[config.mk]
export PLATFORM = sky130hd
export DESIGN_NAME = hram_power_sequencer
export DESIGN_NICKNAME = d
export VERILOG_FILES = /design/src/rtl/hram_pwr_pkg.sv /design/src/rtl/hram_power_sequencer_reset_sync.sv /design/src/rtl/hram_power_sequencer.sv
export SDC_FILE = /design/constraint.sdc
export NUM_CORES = 1
export LEC_CHECK = 0
export CORE_MARGIN = 4
export CORE_UTILIZATION = 54
export DETAILED_ROUTE_END_ITERATION = 8
export PLACE_DENSITY = 0.73
export SYNTH_ARGS = -nofsm -noshare
export SYNTH_HDL_FRONTEND = slang
export SYNTH_SLANG_ARGS = --single-unit
[constraint.sdc]
create_clock -name clk -period 1.9 [get_ports clk]
set_input_delay 0.19 -clock clk [delete_from_list [all_inputs] [get_ports clk]]
set_output_delay 0.19 -clock clk [all_outputs]
set_load 0.02 [all_outputs]
[src/rtl/hram_pwr_pkg.sv]
`default_nettype none
// ============================================================================
// Module      : hram_pwr_pkg
// Description : Shared state encodings and helpers for the HyperRAM power
//               sequencer.
// Revision    : 1.0 - initial release
// ============================================================================
package hram_pwr_pkg;

    localparam int STATE_W = 3;

    localparam logic [STATE_W-1:0] RESET    = 3'd0;
    localparam logic [STATE_W-1:0] WAIT_VCS = 3'd1;
    localparam logic [STATE_W-1:0] HR_RESET = 3'd2;
    localparam logic [STATE_W-1:0] WAIT_RH  = 3'd3;
    localparam logic [STATE_W-1:0] READY    = 3'd4;

    typedef enum logic [STATE_W-1:0] {
        ST_RESET    = RESET,
        ST_WAIT_VCS = WAIT_VCS,
        ST_HR_RESET = HR_RESET,
        ST_WAIT_RH  = WAIT_RH,
        ST_READY    = READY
    } state_e;

    function automatic int max3(input int a, input int b, input int c);
        int m;
        m = (a > b) ? a : b;
        return (m > c) ? m : c;
    endfunction

endpackage
`default_nettype wire

[src/rtl/hram_power_sequencer_reset_sync.sv]
`default_nettype none
// ============================================================================
// Module      : reset_sync
// Description : Asynchronous-assert, synchronous-deassert reset synchroniser.
// Revision    : 1.0 - initial release
// ============================================================================
module reset_sync #(
    parameter int SYNC_STAGES = 2
) (
    input  logic clk,
    input  logic rst_n,
    output logic rst_sync_n
);

    logic [SYNC_STAGES-1:0] r_sync;

    always_ff @(posedge clk or negedge rst_n) begin
        if (!rst_n) begin
            r_sync <= '0;
        end else begin
            r_sync <= {r_sync[SYNC_STAGES-2:0], 1'b1};
        end
    end

    assign rst_sync_n = r_sync[SYNC_STAGES-1];

endmodule
`default_nettype wire

[src/rtl/hram_power_sequencer.sv]
`default_nettype none
// ============================================================================
// Module      : hram_power_sequencer
// Description : HyperRAM power-up / warm re-init sequencer gating the system
//               reset released to the controller and CPU.
// Revision    : 1.0 - initial release
// ============================================================================
module hram_power_sequencer
    import hram_pwr_pkg::*;
#(
    parameter int VCS_CYCLES  = 18750,
    parameter int RP_CYCLES   = 25,
    parameter int RH_CYCLES   = 25,
    parameter int SYNC_STAGES = 2
) (
    input  logic               clk,
    input  logic               rst_n,
    input  logic               reinit_req,
    output logic               hram_rst_n,
    output logic               sys_rst_n,
    output logic               hram_ready,
    output logic [STATE_W-1:0] state_dbg
);

    localparam int CNT_W = $clog2(max3(VCS_CYCLES, RP_CYCLES, RH_CYCLES)) + 1;

    localparam logic [CNT_W-1:0] C_VCS_LOAD = CNT_W'(VCS_CYCLES - 1);
    localparam logic [CNT_W-1:0] C_RP_LOAD  = CNT_W'(RP_CYCLES - 1);
    localparam logic [CNT_W-1:0] C_RH_LOAD  = CNT_W'(RH_CYCLES - 1);
    localparam logic [CNT_W-1:0] C_ONE      = CNT_W'(1);

    logic             w_rst_sync_n;
    state_e           r_state;
    state_e           w_state_nxt;
    logic [CNT_W-1:0] r_cnt;
    logic [CNT_W-1:0] w_cnt_nxt;
    logic             r_hram_rst_n;
    logic             r_sys_rst_n;
    logic             r_hram_ready;

    reset_sync #(
        .SYNC_STAGES (SYNC_STAGES)
    ) u_reset_sync (
        .clk        (clk),
        .rst_n      (rst_n),
        .rst_sync_n (w_rst_sync_n)
    );

    // Every timed state is entered with N-1 loaded and leaves when it hits 0.
    always_comb begin
        w_state_nxt = r_state;
        w_cnt_nxt   = r_cnt;
        case (r_state)
            ST_RESET: begin
                w_cnt_nxt = '0;
                if (w_rst_sync_n) begin
                    w_state_nxt = ST_WAIT_VCS;
                    w_cnt_nxt   = C_VCS_LOAD;
                end
            end
            ST_WAIT_VCS: begin
                if (r_cnt == '0) begin
                    w_state_nxt = ST_HR_RESET;
                    w_cnt_nxt   = C_RP_LOAD;
                end else begin
                    w_cnt_nxt = r_cnt - C_ONE;
                end
            end
            ST_HR_RESET: begin
                if (r_cnt == '0) begin
                    w_state_nxt = ST_WAIT_RH;
                    w_cnt_nxt   = C_RH_LOAD;
                end else begin
                    w_cnt_nxt = r_cnt - C_ONE;
                end
            end
            ST_WAIT_RH: begin
                if (r_cnt == '0) begin
                    w_state_nxt = ST_READY;
                    w_cnt_nxt   = '0;
                end else begin
                    w_cnt_nxt = r_cnt - C_ONE;
                end
            end
            ST_READY: begin
                w_cnt_nxt = '0;
                if (reinit_req) begin
                    w_state_nxt = ST_HR_RESET;
                    w_cnt_nxt   = C_RP_LOAD;
                end
            end
            default: begin
                w_state_nxt = ST_RESET;
                w_cnt_nxt   = '0;
            end
        endcase
    end

    // Outputs are decoded from the next state so they line up with state_dbg.
    always_ff @(posedge clk or negedge rst_n) begin
        if (!rst_n) begin
            r_state      <= ST_RESET;
            r_cnt        <= '0;
            r_hram_rst_n <= 1'b0;
            r_sys_rst_n  <= 1'b0;
            r_hram_ready <= 1'b0;
        end else begin
            r_state      <= w_state_nxt;
            r_cnt        <= w_cnt_nxt;
            r_hram_rst_n <= (w_state_nxt == ST_WAIT_RH) || (w_state_nxt == ST_READY);
            r_sys_rst_n  <= (w_state_nxt == ST_READY);
            r_hram_ready <= (w_state_nxt == ST_READY);
        end
    end

    assign hram_rst_n = r_hram_rst_n;
    assign sys_rst_n  = r_sys_rst_n;
    assign hram_ready = r_hram_ready;
    assign state_dbg  = r_state;

endmodule
`default_nettype wire

### Word-level counts from Yosys, hierarchy flattened

Cells that the tools add are included.

* mux-type cells: 11
* $add $sub $neg: 1
* equality and inequality tests: 6
* reductions and logical operators: 4

Operators by type and width (number)
* 16-bit case mux with 4 select lines: 1
* 16-bit 2-to-1 mux: 2
* 16-bit zero test: 1
* 16-bit by 1-bit subtractor with 16-bit output, second input constant: 1
* 15-bit 2-to-1 mux: 1
* 3-bit 2-to-1 mux: 5
* 3-bit case mux with 5 select lines: 1
* 3-bit by 2-bit equality test with 1-bit output, second input constant: 3
* 3-bit equality test, second input constant: 2
* 5-bit 2-to-1 mux: 1
* 3-bit by 1-bit equality test with 1-bit output, second input constant: 1
* 3-bit zero test: 1
* 2-bit OR reduction: 1
* 1-bit logical OR: 1

* register bits after elaboration: 23
* output and inout port bits: 6
* input bits: 3

### Depth between registers and ports, before layout

* depth in word-level cells: 5
* gate-level depth with buffers: 7
* gate-level depth less buffers: 6

### Cells and area by module

From an unflattened synthesis, not the netlist that was laid out.

* cell total of the unflattened synthesis: 111
* area total of the unflattened synthesis: 1168.6 µm²

By module, submodules not included
* hram_power_sequencer: instances 1, area an instance 1114.8 µm², cells each 108
* reset_sync: instances 1, area an instance 53.8 µm², cells each 3

### Least setup slack after synthesis

OpenSTA, ideal clock, no wires.

* kind: reg2reg
* from: reg r_cnt[2]
* to: reg r_cnt[15]
* required time: 1.823 ns
* stages on the path, launching flop included: 6
* arrival time: 1.662 ns
* clock period less this slack: 1.739 ns
* setup slack: 0.161 ns
* path buffers: 1
* path through: dfrtp_1 > or4_1 > buf_2 > or2_0 > or3_1 > a21oi_1

* longest elaborated chain between the ends: 3

RTL lines
* start: declaration: RTL line hram_power_sequencer.sv:35 `logic [CNT_W-1:0] r_cnt;`
* start signal: assignment: RTL line hram_power_sequencer.sv:109 `r_cnt <= w_cnt_nxt;`
* 16-bit by 1-bit subtractor with 16-bit output / 16-bit zero test (equally long branches)
* 16-bit 2-to-1 mux (on tied branches): RTL line hram_power_sequencer.sv:78, hram_power_sequencer.sv:62, hram_power_sequencer.sv:70
* 16-bit case mux with 4 select lines (*): RTL line hram_power_sequencer.sv:53 `case (r_state)`
* net w_cnt_nxt[15]: RTL line hram_power_sequencer.sv:36 `logic [CNT_W-1:0] w_cnt_nxt;`

Mark *: on every way through the listed nets, which the timed path passes. The rest lies on a longest branch.

### Final worst setup path

Ends and elaborated chain as after synthesis.

==> metrics.md <==
| Metric | Value |
|---|---|
| Status | `complete, no violations` |
| Main area contributors after synthesis | `dfrtp_1 51%, xor2_1 5.4%, nor2_1 5.0%` |
| Final ANT Viol Nets | `0` |
| Non-Filler Instances | `roughly 160` |
| Final period util | `0.9541` |
| Crit path capture type | `register` |
| Buffer and inverter count on the worst path | `0` |
| Final Instance Area | `between 1000 and 1500 µm²` |
| Fin. Hold Viols | `0` |
| FILL cells | `between 150 and 200` |
| Clock sinks | `23` |
| Largest net degree at the start of global routing | `24` |
| Synth Area per Inst | `around 9.6 µm²` |
| Clock H-tree levels | `1` |
| Clock power frac | `0.115` |
| Reg2Reg Depth | `4` |
| Final Net Count | `138` |
| Clock transition at path regs | `between 0.1 and 0.15 ns` |
| Worst VDD drop | `895.5 µV` |
| Wire length per cell | `~13 µm` |
| R2r startpoint | `r_cnt[2]` |
| DP HPWL | `~1600 µm` |
| Worst Path Max Fanout | `6` |
| Dpl cells | `between 150 and 200` |
| Max Clk Rate | `around 550 MHz` |
| Syn_nets | `123` |
| Via count | `~880` |
| Total wire length | `~2100 µm` |
| Post-CTS Setup Bufs | `0` |
| Setup crit start kind | `register` |
| Multi-input logic area | `between 500 and 600 µm²` |
| Area Overhead vs Synth | `16.72%` |
| CP required | `2.15 ns` |
| Synth Flop Type | `dfrtp_1` |
| Die width | `between 50 and 60 µm` |
| Most common cell after layout, fill and taps aside | `dfrtp_1` |
| Die height | `approximately 54 µm` |
| Family with the most delay on the worst path | `simple AND/OR/NAND/NOR gates` |
| Final setup viols | `0` |
| Vias in the first global route | `794` |
| Register area share after synthesis | `0.5061` |
| Worst path slowest cell | `or4_4` |
| Die Footprint | `2905 µm²` |
| Area after DPL | `around 1300 µm²` |
| Largest area contributor in the netlist | `dfrtp_1` |
| CP Cell Sequence | `or4_4 > or2_0 > or3_1 > a21oi_1` |
| Total CTS buffers | `3` |
| Layout cells sized above 1 | `0.1061` |
| MaxCap Viol Count | `0` |
| Net Sw Frac | `0.4035` |
| Ys async rst share | `1.000` |
| Clock buffer depth | `2` |
| # diodes | `0` |
| TritonCTS clock tree | `yes` |
| Placeable Area | `~2000 µm²` |
| Power Internal | `1.151 mW` |
| Critical path type | `reg2reg` |
| Setup TNS | `0 ns` |
| R2r setup slk | `slightly below 0.09 ns` |
| Clock root buffer | `clkbuf_4` |
| Skew-Pair Late Insertion Delay | `about 0.31 ns` |
| Pwr dens | `approximately 1500 nW/µm²` |
| Share of the synthesized area in the top cell type | `0.5061` |
| Leakage dissipation | `around 0.57 nW` |
| 1st-iter DRT viols | `10` |
| Clk_skew | `~0.0063 ns` |
| HP Class | `in2async` |
| Seq pwr share | `0.478` |
| Port bufs | `8` |
| FF+latch count, synth | `23` |
| Placer Congestion | `approximately 0.87` |
| FF-to-FF End | `r_cnt[15]` |
| First-pass GRT wire length | `3574 µm` |
| Logic pwr share | `0.407` |
| Slew Viols, Final | `0` |
| Most frequent cells in the layout | `23 x dfrtp_1, 15 x nor2_1, 10 x o21ai_0` |
| Library cells used by synthesis | `30` |
| Cells after Synth | `118` |
| Initial Util | `0.5739` |
| Fin crit period | `1.813 ns` |
| Worst Path Arrival | `roughly 2.1 ns` |
| Gr ovfl total | `0` |
| Sequential cell area | `~580 µm²` |
| Sw power | `slightly below 800 µW` |
| I/O Pins | `9` |
| Mapped Area | `1137 µm²` |
| Critical Path Max Stage Delay | `0.58 ns` |
| First drt pass iteration count | `4` |
| Post-DR vias/cell | `between 5 and 6` |
| Drc violations | `0` |
| Number of synthesized flops with an enable pin | `0` |
| Antenna violations before repair | `0` |
| All-Layer GR Usage | `0.1734` |
| RSZ-0062 raised after global routing | `no` |
| Rows | `16` |
| Synthesis Warnings | `0` |
[power by group through the flow]
| stage | registers, mW | clock network [mW] | logic, mW |
|---|---|---|---|
| 5_1_grt | 0.957 | 0.239 | 0.895 |
| 2_1_floorplan | 0.875 | 0 | 0.522 |
| 3_5_place_dp | 0.904 | 0 | 0.757 |
| 3_3_place_gp | 0.894 | 0 | 0.743 |
| 6_report | 0.922 | 0.223 | 0.785 |
| 4_1_cts | 0.892 | 0.231 | 0.764 |
[per-stage QoR]
step                setup slack [ns]  power [mW]  utilization  hold WS [ns]
finish                       0.08716       1.929       0.6698        0.2089
global route                 0.02690       2.091       0.6698        0.2344
CTS                          0.05482       1.887       0.6585        0.2159
detailed placement           0.06093       1.660       0.6452        0.3403
global placement              0.1374       1.637       0.6452        0.3357
floorplan                     0.1607       1.397            -       -0.1056
[repair_timing]
| item | CTS | global route |
|---|---|---|
| endpoints found under the setup margin | 0 | 7 |
| gates resized for setup | 0 | 4 |
| hold buffers | 0 | 0 |
[cell type report]
type | instances | share of cell area
well taps | 27 | 0.02545
clock buffers | 4 | 0.01979
flip-flops and latches | 23 | 0.4336
multi-input cells | 88 | 0.4156
inverters | 2 | 0.005655
repair buffers | 15 | 0.09991
[flip-flops by register name, indices dropped and copies added (netlist names)]
signal and count:
u_reset_sync.r_sync 2, state_dbg 3, r_cnt 16, hram_ready 1, hram_rst_n 1
[synthesized netlist by cell type, types with 3 or more instances]
library cell and number:
o21ai_0 10, xor2_1 7, dfrtp_1 23, a21oi_1 3, nor2_1 15, or4_1 3, nor3_1 7, nand3_1 4
nand2_1 9, xnor2_1 5, nand3b_1 4
[worst max-delay path by stage]
stage	slack, ns	from	cells after the start	end
after floorplan	0.16	r_cnt[2]	5	r_cnt[15]
after global placement	0.14	r_cnt[2]	4	r_cnt[15]
after detailed placement	0.06	r_cnt[2]	4	r_cnt[15]
after CTS	0.05	r_cnt[2]	4	r_cnt[15]
after global routing	0.03	r_cnt[2]	4	r_cnt[15]
final	0.09	r_cnt[2]	4	r_cnt[15]
[routing by layer]
layer,vias up,track usage,share of wire
met1,425,0.2222,0.47
met4,0,0.08936,0.018
met3,4,0.02493,0.026
met2,10,0.2823,0.48
met5,-,0,0
li1,442,-,-
[cell families (layout without fill, tap and decap cells)]
| group | after synthesis | count (layout) | synth area share |
|---|---|---|---|
| simple gates | 56 | 56 | 0.2629 |
| flops | 23 | 23 | 0.5060 |
| compound gates | 16 | 16 | 0.07591 |
| xor+xnor | 12 | 12 | 0.09241 |
| buf+inv | 7 | 21 | 0.02861 |
| fa+ha+maj | 2 | 2 | 0.02200 |
| other cells | 1 | 1 | 0.003297 |
| mux | 1 | 1 | 0.008801 |
[worst reg2reg max path: stages (launching register included)]
cell and delay, ns:
dfrtp_1 0.47, or4_4 0.58, or2_0 0.24, or3_1 0.31, a21oi_1 0.14
(Power assumes the default switching activity.)
